## config.mk

```make
export PLATFORM = sky130hd
export DESIGN_NAME = otter_iobus_harness_flat
export DESIGN_NICKNAME = d
export VERILOG_FILES = /design/src/rtl/otter_iobus_harness_pkg.sv /design/src/rtl/otter_iobus_harness_if.sv /design/src/rtl/otter_iobus_harness_fifo.sv /design/src/rtl/otter_iobus_harness.sv /design/src/flat_wrapper.sv
export SDC_FILE = /design/constraint.sdc
export NUM_CORES = 1
export LEC_CHECK = 0
export BUFFER_PORTS_ARGS = -buffer_cell sky130_fd_sc_hd__buf_2
export CELL_PAD_IN_SITES_DETAIL_PLACEMENT = 1
export CELL_PAD_IN_SITES_GLOBAL_PLACEMENT = 1
export CORE_MARGIN = 3
export CORE_UTILIZATION = 30
export CTS_CLUSTER_SIZE = 12
export DETAILED_ROUTE_END_ITERATION = 8
export GPL_ROUTABILITY_DRIVEN = 1
export PLACE_DENSITY_LB_ADDON = 0.05
export SYNTH_ARGS = -nofsm -noshare
export SYNTH_HDL_FRONTEND = slang
export SYNTH_SLANG_ARGS = --single-unit
```

## constraint.sdc

```tcl
create_clock -name clk -period 16.3 [get_ports clk]
set_input_delay 1.63 -clock clk [delete_from_list [all_inputs] [get_ports clk]]
set_output_delay 1.63 -clock clk [all_outputs]
set_load 0.1 [all_outputs]
```

## src/rtl/otter_iobus_harness_pkg.sv

```systemverilog
// Shared types and constants for the OTTER IOBUS stimulus/capture harness.
package otter_harness_pkg;

    // Reset sequencer states: CPU held in reset, then released to run.
    typedef enum logic {HOLD, RUN} hrn_state_t;

    // One logged CPU IOBUS write.
    typedef struct packed {
        logic [31:0] addr;
        logic [31:0] data;
    } cap_entry_t;

    localparam logic [31:0] DefaultBaseAddr = 32'h1100_0000;
    localparam int unsigned CapEntryWidth   = $bits(cap_entry_t);

endpackage

```

## src/rtl/otter_iobus_harness_if.sv

```systemverilog
// IOBUS and capture-port bundle between the OTTER side (master) and the harness (slave).
interface otter_iobus_harness_if #(
    parameter int unsigned NUM_CH = 4,
    parameter int unsigned DEPTH  = 16
);
    localparam int unsigned CntW = $clog2(DEPTH + 1);

    logic                   cpu_rst;
    logic                   boot_done;
    logic [31:0]            iobus_addr;
    logic [31:0]            iobus_out;
    logic                   iobus_wr;
    logic [31:0]            iobus_in;
    logic [NUM_CH*32-1:0]   ch_data;
    logic                   cap_rd;
    logic                   cap_valid;
    logic [31:0]            cap_addr;
    logic [31:0]            cap_data;
    logic [CntW-1:0]        cap_count;
    logic                   cap_ovf;

    modport master (
        output iobus_addr, iobus_out, iobus_wr, ch_data, cap_rd,
        input  cpu_rst, boot_done, iobus_in, cap_valid, cap_addr, cap_data, cap_count, cap_ovf
    );

    modport slave (
        input  iobus_addr, iobus_out, iobus_wr, ch_data, cap_rd,
        output cpu_rst, boot_done, iobus_in, cap_valid, cap_addr, cap_data, cap_count, cap_ovf
    );

endinterface

```

## src/rtl/otter_iobus_harness_fifo.sv

```systemverilog
// Synchronous first-word-fall-through FIFO; head is always visible on rdata_o.
module harness_fifo #(
    parameter int unsigned WIDTH = 64,
    parameter int unsigned DEPTH = 16
) (
    input  logic                         clk_i,
    input  logic                         rst_i,
    input  logic                         push_i,
    input  logic [WIDTH-1:0]             wdata_i,
    input  logic                         pop_i,
    output logic [WIDTH-1:0]             rdata_o,
    output logic                         full_o,
    output logic                         empty_o,
    output logic [$clog2(DEPTH+1)-1:0]   count_o
);
    localparam int unsigned PtrW = $clog2(DEPTH);
    localparam int unsigned CntW = $clog2(DEPTH + 1);

    logic [WIDTH-1:0] mem [DEPTH];
    logic [PtrW-1:0]  wr_ptr_q;
    logic [PtrW-1:0]  rd_ptr_q;
    logic [CntW-1:0]  count_q;
    logic             do_push;
    logic             do_pop;

    // A full FIFO still accepts a push when the head leaves in the same cycle.
    assign do_pop  = pop_i & ~empty_o;
    assign do_push = push_i & (~full_o | do_pop);

    assign full_o  = (count_q == CntW'(DEPTH));
    assign empty_o = (count_q == '0);
    assign count_o = count_q;
    assign rdata_o = mem[rd_ptr_q];

    // Storage array; contents need no reset since count gates visibility.
    always_ff @(posedge clk_i) begin
        if (do_push) begin
            mem[wr_ptr_q] <= wdata_i;
        end
    end

    // Pointer and occupancy tracking; pointers wrap naturally (DEPTH is a power of 2).
    always_ff @(posedge clk_i) begin
        if (rst_i) begin
            wr_ptr_q <= '0;
            rd_ptr_q <= '0;
            count_q  <= '0;
        end else begin
            if (do_push) wr_ptr_q <= wr_ptr_q + PtrW'(1);
            if (do_pop)  rd_ptr_q <= rd_ptr_q + PtrW'(1);
            case ({do_push, do_pop})
                2'b10:   count_q <= count_q + CntW'(1);
                2'b01:   count_q <= count_q - CntW'(1);
                default: count_q <= count_q;
            endcase
        end
    end

endmodule

```

## src/rtl/otter_iobus_harness.sv

```systemverilog
// OTTER IOBUS harness: CPU reset sequencer, memory-mapped input channels, write capture log.
module otter_iobus_harness
    import otter_harness_pkg::*;
#(
    parameter int unsigned NUM_CH     = 4,
    parameter logic [31:0] BASE_ADDR  = DefaultBaseAddr,
    parameter int unsigned RST_CYCLES = 3,
    parameter int unsigned DEPTH      = 16
) (
    input  logic                  clk,
    input  logic                  rst,
    otter_iobus_harness_if.slave  bus
);
    localparam int unsigned HoldW = (RST_CYCLES > 1) ? $clog2(RST_CYCLES) : 1;

    hrn_state_t       state_q;
    logic [HoldW-1:0] hold_cnt_q;
    logic             cpu_rst_q;
    logic             boot_done_q;
    logic             cap_ovf_q;

    logic [31:0]      rd_off;
    logic             rd_hit;

    logic             push_req;
    logic             pop_req;
    logic             fifo_full;
    logic             fifo_empty;
    cap_entry_t       wr_entry;
    cap_entry_t       rd_entry;

    // Reset sequencer: hold the CPU for RST_CYCLES cycles, then release it for good.
    always_ff @(posedge clk) begin
        if (rst) begin
            state_q     <= HOLD;
            hold_cnt_q  <= '0;
            cpu_rst_q   <= 1'b1;
            boot_done_q <= 1'b0;
        end else begin
            case (state_q)
                HOLD: begin
                    hold_cnt_q <= hold_cnt_q + HoldW'(1);
                    if (hold_cnt_q == HoldW'(RST_CYCLES - 1)) begin
                        state_q     <= RUN;
                        cpu_rst_q   <= 1'b0;
                        boot_done_q <= 1'b1;
                    end
                end
                RUN: state_q <= RUN;
            endcase
        end
    end

    assign bus.cpu_rst   = cpu_rst_q;
    assign bus.boot_done = boot_done_q;

    // Zero-latency channel read mux; anything unmapped, misaligned or in HOLD reads 0.
    always_comb begin
        rd_off       = bus.iobus_addr - BASE_ADDR;
        rd_hit       = (state_q == RUN) && (bus.iobus_addr[1:0] == 2'b00) &&
                       (bus.iobus_addr >= BASE_ADDR) && (rd_off < 32'(4 * NUM_CH));
        bus.iobus_in = '0;
        for (int k = 0; k < NUM_CH; k++) begin
            if (rd_hit && (rd_off[31:2] == 30'(k))) begin
                bus.iobus_in = bus.ch_data[32*k +: 32];
            end
        end
    end

    assign push_req      = bus.iobus_wr & (state_q == RUN);
    assign pop_req       = bus.cap_rd & ~fifo_empty;
    assign wr_entry.addr = bus.iobus_addr;
    assign wr_entry.data = bus.iobus_out;

    harness_fifo #(
        .WIDTH (CapEntryWidth),
        .DEPTH (DEPTH)
    ) u_fifo (
        .clk_i   (clk),
        .rst_i   (rst),
        .push_i  (push_req),
        .wdata_i (wr_entry),
        .pop_i   (pop_req),
        .rdata_o (rd_entry),
        .full_o  (fifo_full),
        .empty_o (fifo_empty),
        .count_o (bus.cap_count)
    );

    // Sticky overflow: a write was lost because the log was full and nothing left.
    always_ff @(posedge clk) begin
        if (rst) begin
            cap_ovf_q <= 1'b0;
        end else if (push_req && fifo_full && !pop_req) begin
            cap_ovf_q <= 1'b1;
        end
    end

    assign bus.cap_ovf   = cap_ovf_q;
    assign bus.cap_valid = ~fifo_empty;
    assign bus.cap_addr  = rd_entry.addr;
    assign bus.cap_data  = rd_entry.data;

endmodule

```

## src/flat_wrapper.sv

```systemverilog
// flat-port wrapper written by rule: the top's interface ports become plain ports
module otter_iobus_harness_flat import otter_harness_pkg::*;
#(
    parameter int unsigned NUM_CH     = 4,
    parameter logic [31:0] BASE_ADDR  = DefaultBaseAddr,
    parameter int unsigned RST_CYCLES = 3,
    parameter int unsigned DEPTH      = 16
)
  (clk, rst, bus_iobus_addr, bus_iobus_out, bus_iobus_wr, bus_ch_data, bus_cap_rd, bus_cpu_rst, bus_boot_done, bus_iobus_in, bus_cap_valid, bus_cap_addr, bus_cap_data, bus_cap_count, bus_cap_ovf);
  otter_iobus_harness_if #(.NUM_CH(NUM_CH), .DEPTH(DEPTH)) bus_i ();
  input  logic clk;
  input  logic rst;
  input wire logic [$bits(bus_i.iobus_addr)-1:0] bus_iobus_addr;
  input wire logic [$bits(bus_i.iobus_out)-1:0] bus_iobus_out;
  input wire logic [$bits(bus_i.iobus_wr)-1:0] bus_iobus_wr;
  input wire logic [$bits(bus_i.ch_data)-1:0] bus_ch_data;
  input wire logic [$bits(bus_i.cap_rd)-1:0] bus_cap_rd;
  output wire logic [$bits(bus_i.cpu_rst)-1:0] bus_cpu_rst;
  output wire logic [$bits(bus_i.boot_done)-1:0] bus_boot_done;
  output wire logic [$bits(bus_i.iobus_in)-1:0] bus_iobus_in;
  output wire logic [$bits(bus_i.cap_valid)-1:0] bus_cap_valid;
  output wire logic [$bits(bus_i.cap_addr)-1:0] bus_cap_addr;
  output wire logic [$bits(bus_i.cap_data)-1:0] bus_cap_data;
  output wire logic [$bits(bus_i.cap_count)-1:0] bus_cap_count;
  output wire logic [$bits(bus_i.cap_ovf)-1:0] bus_cap_ovf;
  assign bus_i.iobus_addr = bus_iobus_addr;
  assign bus_i.iobus_out = bus_iobus_out;
  assign bus_i.iobus_wr = bus_iobus_wr;
  assign bus_i.ch_data = bus_ch_data;
  assign bus_i.cap_rd = bus_cap_rd;
  assign bus_cpu_rst = bus_i.cpu_rst;
  assign bus_boot_done = bus_i.boot_done;
  assign bus_iobus_in = bus_i.iobus_in;
  assign bus_cap_valid = bus_i.cap_valid;
  assign bus_cap_addr = bus_i.cap_addr;
  assign bus_cap_data = bus_i.cap_data;
  assign bus_cap_count = bus_i.cap_count;
  assign bus_cap_ovf = bus_i.cap_ovf;
  otter_iobus_harness #(.NUM_CH(NUM_CH), .BASE_ADDR(BASE_ADDR), .RST_CYCLES(RST_CYCLES), .DEPTH(DEPTH)) u_core (.clk(clk), .rst(rst), .bus(bus_i));
endmodule
```

Word-level counts from Yosys, hierarchy flattened
Memory sizes are Yosys's and may differ from the RTL's. A register that Yosys moved wholly into a read port is not among the register bits.
Index checks and enable logic that the tools add are counted.

operators by class
  $add $sub $neg = 6
  $lt $le $gt $ge = 2
  eq/ne operators = 7
  muxes and demuxes = 11
  bitwise logic cells = 8
  reductions and logical operators = 15

operators with widths
  cell                    number
  $mux 32                 4
  $eq 30x2->1 const B     2
  $ge 32x29->1 const B    1
  $lt 32x5->1 const B     1
  $sub 32x29->32 const B  1
  $eq 30x1->1 const B     1
  $logic_not 30->1        1
  $pmux 5 s2              1
  $logic_and 1x1->1       9
  $add 4x1->4 const B     2
  $mux 4                  2
  $add 5x1->5 const B     1
  $eq 5x5->1 const B      1
  $logic_not 5->1         1
  $sub 5x1->5 const B     1
  $and 1x1->1             4
  $eq 2x2->1 const B      2
  $mux 1                  3
  $not 1->1               3
  $add 2x1->2 const B     1
  $eq 2x1->1 const B      1
  $logic_not 2->1         1
  $pmux 1 s2              1
  $reduce_and 2->1        1
  3 further kinds         3

word-level totals
  register bits after elaboration = 19
  bits in writable memories = 1,024
  bits of input ports = 196
  output and inout port bits = 105
  word-level logic and storage cells = 58
  memories = 1

memories
  memory             depth  width  read ports  clocked after memory_dff  wr ports  RTL line                        RTL
  u_core.u_fifo.mem  16     64     1           1                         1         otter_iobus_harness_fifo.sv:19  logic [WIDTH-1:0] mem [DEPTH];

Depth between registers and ports, before layout
  depth in word-level cells = 9
  gate-level depth with buffers = 9
  mapped depth without buffers = 8

By module
A second synthesis with hierarchy kept.

unflattened totals
  cell total of the unflattened synthesis = 1,800
  area total of the unflattened synthesis = 40,721.6 um^2

by module, submodules not included
  module               instances  cells each  area an instance (um^2)  seq. area each (um^2)
  harness_fifo         1          1,688       39,177.6                 31,089.8
  otter_iobus_harness  1          112         1,544.0                  120.1

Worst setup path before layout
No wires, ideal clock.

  kind = in2reg
  from = input port bus_iobus_wr
  to = memory u_core.u_fifo.mem[0][0] (enable)
  library setup time = 0.565 ns
  data arrival time = 6.608 ns
  data required time = 15.735 ns
  path slack = 9.127 ns
  stages on the path = 4
  path buffers = 0
  cells stage by stage = nand2_1 -> a21oi_1 -> nand2_1 -> nor3_1

on the way
  word-level cells in the longest chain between the ends = 4

RTL lines
  element                       RTL line                        RTL
  start, declared               flat_wrapper.sv:15              input wire logic [$bits(bus_i.iobus_wr)-1:0] bus_iobus_wr;
  $and 1x1->1                   otter_iobus_harness.sv:70       assign push_req = bus.iobus_wr & (state_q == RUN);
  $and 1x1->1                   otter_iobus_harness_fifo.sv:28  assign do_push = push_i & (~full_o | do_pop);
  $mux 1                        otter_iobus_harness_fifo.sv:37  if (do_push) begin
  $mux 1 (not written as such)  otter_iobus_harness_fifo.sv:38  mem[wr_ptr_q] <= wdata_i;
  end, declared                 otter_iobus_harness_fifo.sv:19

No other way between the ends.

==> metrics.txt <==
CTS tree=done; total gr overflow=0; RSZ-0062 raised after global routing=false; Slew headroom=0.224; Die H=~370 um; WL final=between 100000 and 150000 um; worst vdd ir=approximately 0.000095 V; Post-Synthesis Cells=between 1500 and 2000; Worst-Margin Slew=approximately 1200 ps; gp weighted congestion=a little over 0.7; most frequent cells in the layout=1024 x edfxtp_1, 300 x buf_2, 288 x mux4_2; Resized cells post-CTS=0; Routed Antenna Nets=0; Post-CTS Repair Setup Buffers=0; Global Route Usage Sum=0.169; vias in the first global route=between 20000 and 25000; worst skew pair latency=around 700 ps; register bit total from synthesis=about 1000; placed cells=around 3800; CTS max path bufs=3; initial DRC count=1412; CTS H-tree depth=3; post-synthesis async set-or-reset flop share=0; CTS Hold Buffers Added=0; fmax=0.150 GHz; sequential element share of the synthesized area=0.772; Clock Sinks=about 1000; HP Class=reg -> reg; setup TNS=0 ps; Post-synth EDFFs=between 1000 and 1500; post-DR vias/cell=roughly 5; final clock skew=14.2 ps; post-synthesis net count=around 2000; die width=373 um; Syn Area/Cell=22.5 um^2; Synth top area share=0.760; Port Buffer Count=300; final hold vios=0; Yosys cell types=49; status=finished clean; Tmin final=roughly 6700 ps; drt first pass iters=6; initial antenna violation count=14; Reg clk slew, reported paths=60 ps; first-pass GRT wire length=approximately 170000 um; row cnt=134; DRC=0; WL per Instance=a little under 30 um; final std cells w/o fill=around 4000; Lkg Pwr=between 0.015 and 0.02 uW; CP startpoint kind=register; Final Max Tran Viols=0; cell area after synthesis=a little over 40000 um^2; # IOs=about 300; Critical Path Sink Type=output pin; die area=roughly 140000 um^2; top post-synthesis cells by area=edfxtp_1 76%, mux4_2 16%, a22oi_1 2.4%; Power Dens Cells=roughly 150 nW/um^2; Root Buffer=clkbuf_16; fill count=between 10000 and 15000; post-synth top area cell=edfxtp_1; Detail Placement HPWL=a little over 60000 um; Main synth FF type=edfxtp_1; hold_ws=465 ps; clock buffer count from CTS=around 120; critical path data arrival time=~5000 ps; Area Growth Syn to Fin=18.0%; CP Max Fanout=between 70 and 80; via count=about 20000; share of post-route cells with drive strength above 1=0.358; most common cell after layout, fill and taps aside=edfxtp_1; worst path required time=14670 ps; Starting Density=0.303; largest net degree at the start of global routing=83; Final Net Count=between 2000 and 2500; final period utilization=0.409; yosys warns=0; critical path class=reg -> out; Setup Viol. Count Final=0; Placeable Area=between 100000 and 150000 um^2; MaxCap Viol Count=0
state kept, by name, summed over array words and instances, names as in the netlist, named ones only:
| name | cells |
|---|---|
| u_core.u_fifo.mem | 1024 |
| u_core.u_fifo.rd_ptr_q | 4 |
| u_core.bus.boot_done | 1 |
| u_core.bus.cpu_rst | 1 |
| u_core.bus.cap_ovf | 1 |
| u_core.state_q | 1 |
| u_core.u_fifo.wr_ptr_q | 4 |
| u_core.hold_cnt_q | 2 |
| u_core.u_fifo.count_o | 5 |
area by class of cell:
class                      count  area (um^2)  area share
timing repair buffer         349         1900      0.0398
clock inverter                49          298     0.00624
sequential                  1047        31200       0.654
multi-input combinational    640         8910       0.187
antenna                        5         12.5    0.000262
inverter                      10         37.5    0.000786
clock buffer                 162         3160      0.0662
tap                         1768         2210      0.0463
critical path, stage by stage, from the launching register on:
cell     delay (ps)
dfxtp_4         720
buf_4           790
buf_12          630
buf_4           740
mux4_2          590
a22oi_1         200
nand2_1         210
buf_2           350
synth_stat cells (3+ instances only):
| cell | count |
|---|---|
| inv_1 | 10 |
| buf_1 | 4 |
| a21oi_1 | 8 |
| nor3_1 | 7 |
| nand2_1 | 71 |
| dfxtp_1 | 23 |
| clkbuf_1 | 62 |
| nand3_1 | 3 |
| and2b_1 | 16 |
| o211ai_1 | 3 |
| nand2b_1 | 4 |
| nor4b_1 | 4 |
| mux4_2 | 288 |
| a22oi_1 | 128 |
| nor4_1 | 4 |
| nor2_1 | 29 |
| ha_1 | 9 |
| buf_2 | 33 |
| nand3b_1 | 3 |
| o21a_1 | 3 |
| o21ai_0 | 4 |
| xor2_1 | 4 |
| edfxtp_1 | 1024 |
| nor2b_1 | 19 |
| xnor2_1 | 3 |
power breakdown:
part / switching, uW / total (uW) / internal [uW]
combinational: 1070 / 1600 / 530
sequential: 53.9 / 3050 / 2990
clock: 1030 / 2410 / 1380
total: 2160 / 7060 / 4910
metal layers:
layer  wire length (um)  part of all wire  global-route usage  vias to the layer above
li1                   -                 -                   -                     8431
met2              62100              0.52               0.301                      385
met1              49700              0.42               0.216                    11144
met3               4440             0.037              0.0294                      168
met4               2520             0.021              0.0383                       10
met5                 69           0.00058                   0                        -
stage by stage:
step           power, uW  worst slack, ps  area [um^2]  utilization
5_1_grt             7370             9070        47700        0.357
4_1_cts             7190             9290        47700        0.357
6_report            7060             9630        47700        0.357
3_3_place_gp        4730             9970        44300        0.331
2_1_floorplan       4370             9130        40500            -
3_5_place_dp        4750             9730        44300        0.331
worst paths after layout:
path	from	end	slack (ps)	cells past startpoint
setup / recovery	register	bus_cap_data[11]	9630	7
hold / removal	u_core.bus.cpu_rst$_SDFFE_PP1P_	u_core.bus.cpu_rst$_SDFFE_PP1P_	470	2
setup reg to reg	u_core.state_q$_SDFF_PP0_	u_core.u_fifo.mem[5][43]$_DFFE_PP_	11880	6
hold reg to reg	u_core.bus.cpu_rst$_SDFFE_PP1P_	u_core.bus.cpu_rst$_SDFFE_PP1P_	470	2
cell families after synthesis:
kind of cell / count (synthesis) / share of synthesized area
flops: 1047 / 0.772
xor+xnor: 7 / 0.00152
mux: 291 / 0.161
buf+inv: 111 / 0.0115
fa+ha+maj: 10 / 0.00328
compound gates: 161 / 0.0295
simple gates: 171 / 0.0214
Power figures use the tool's default switching activity.
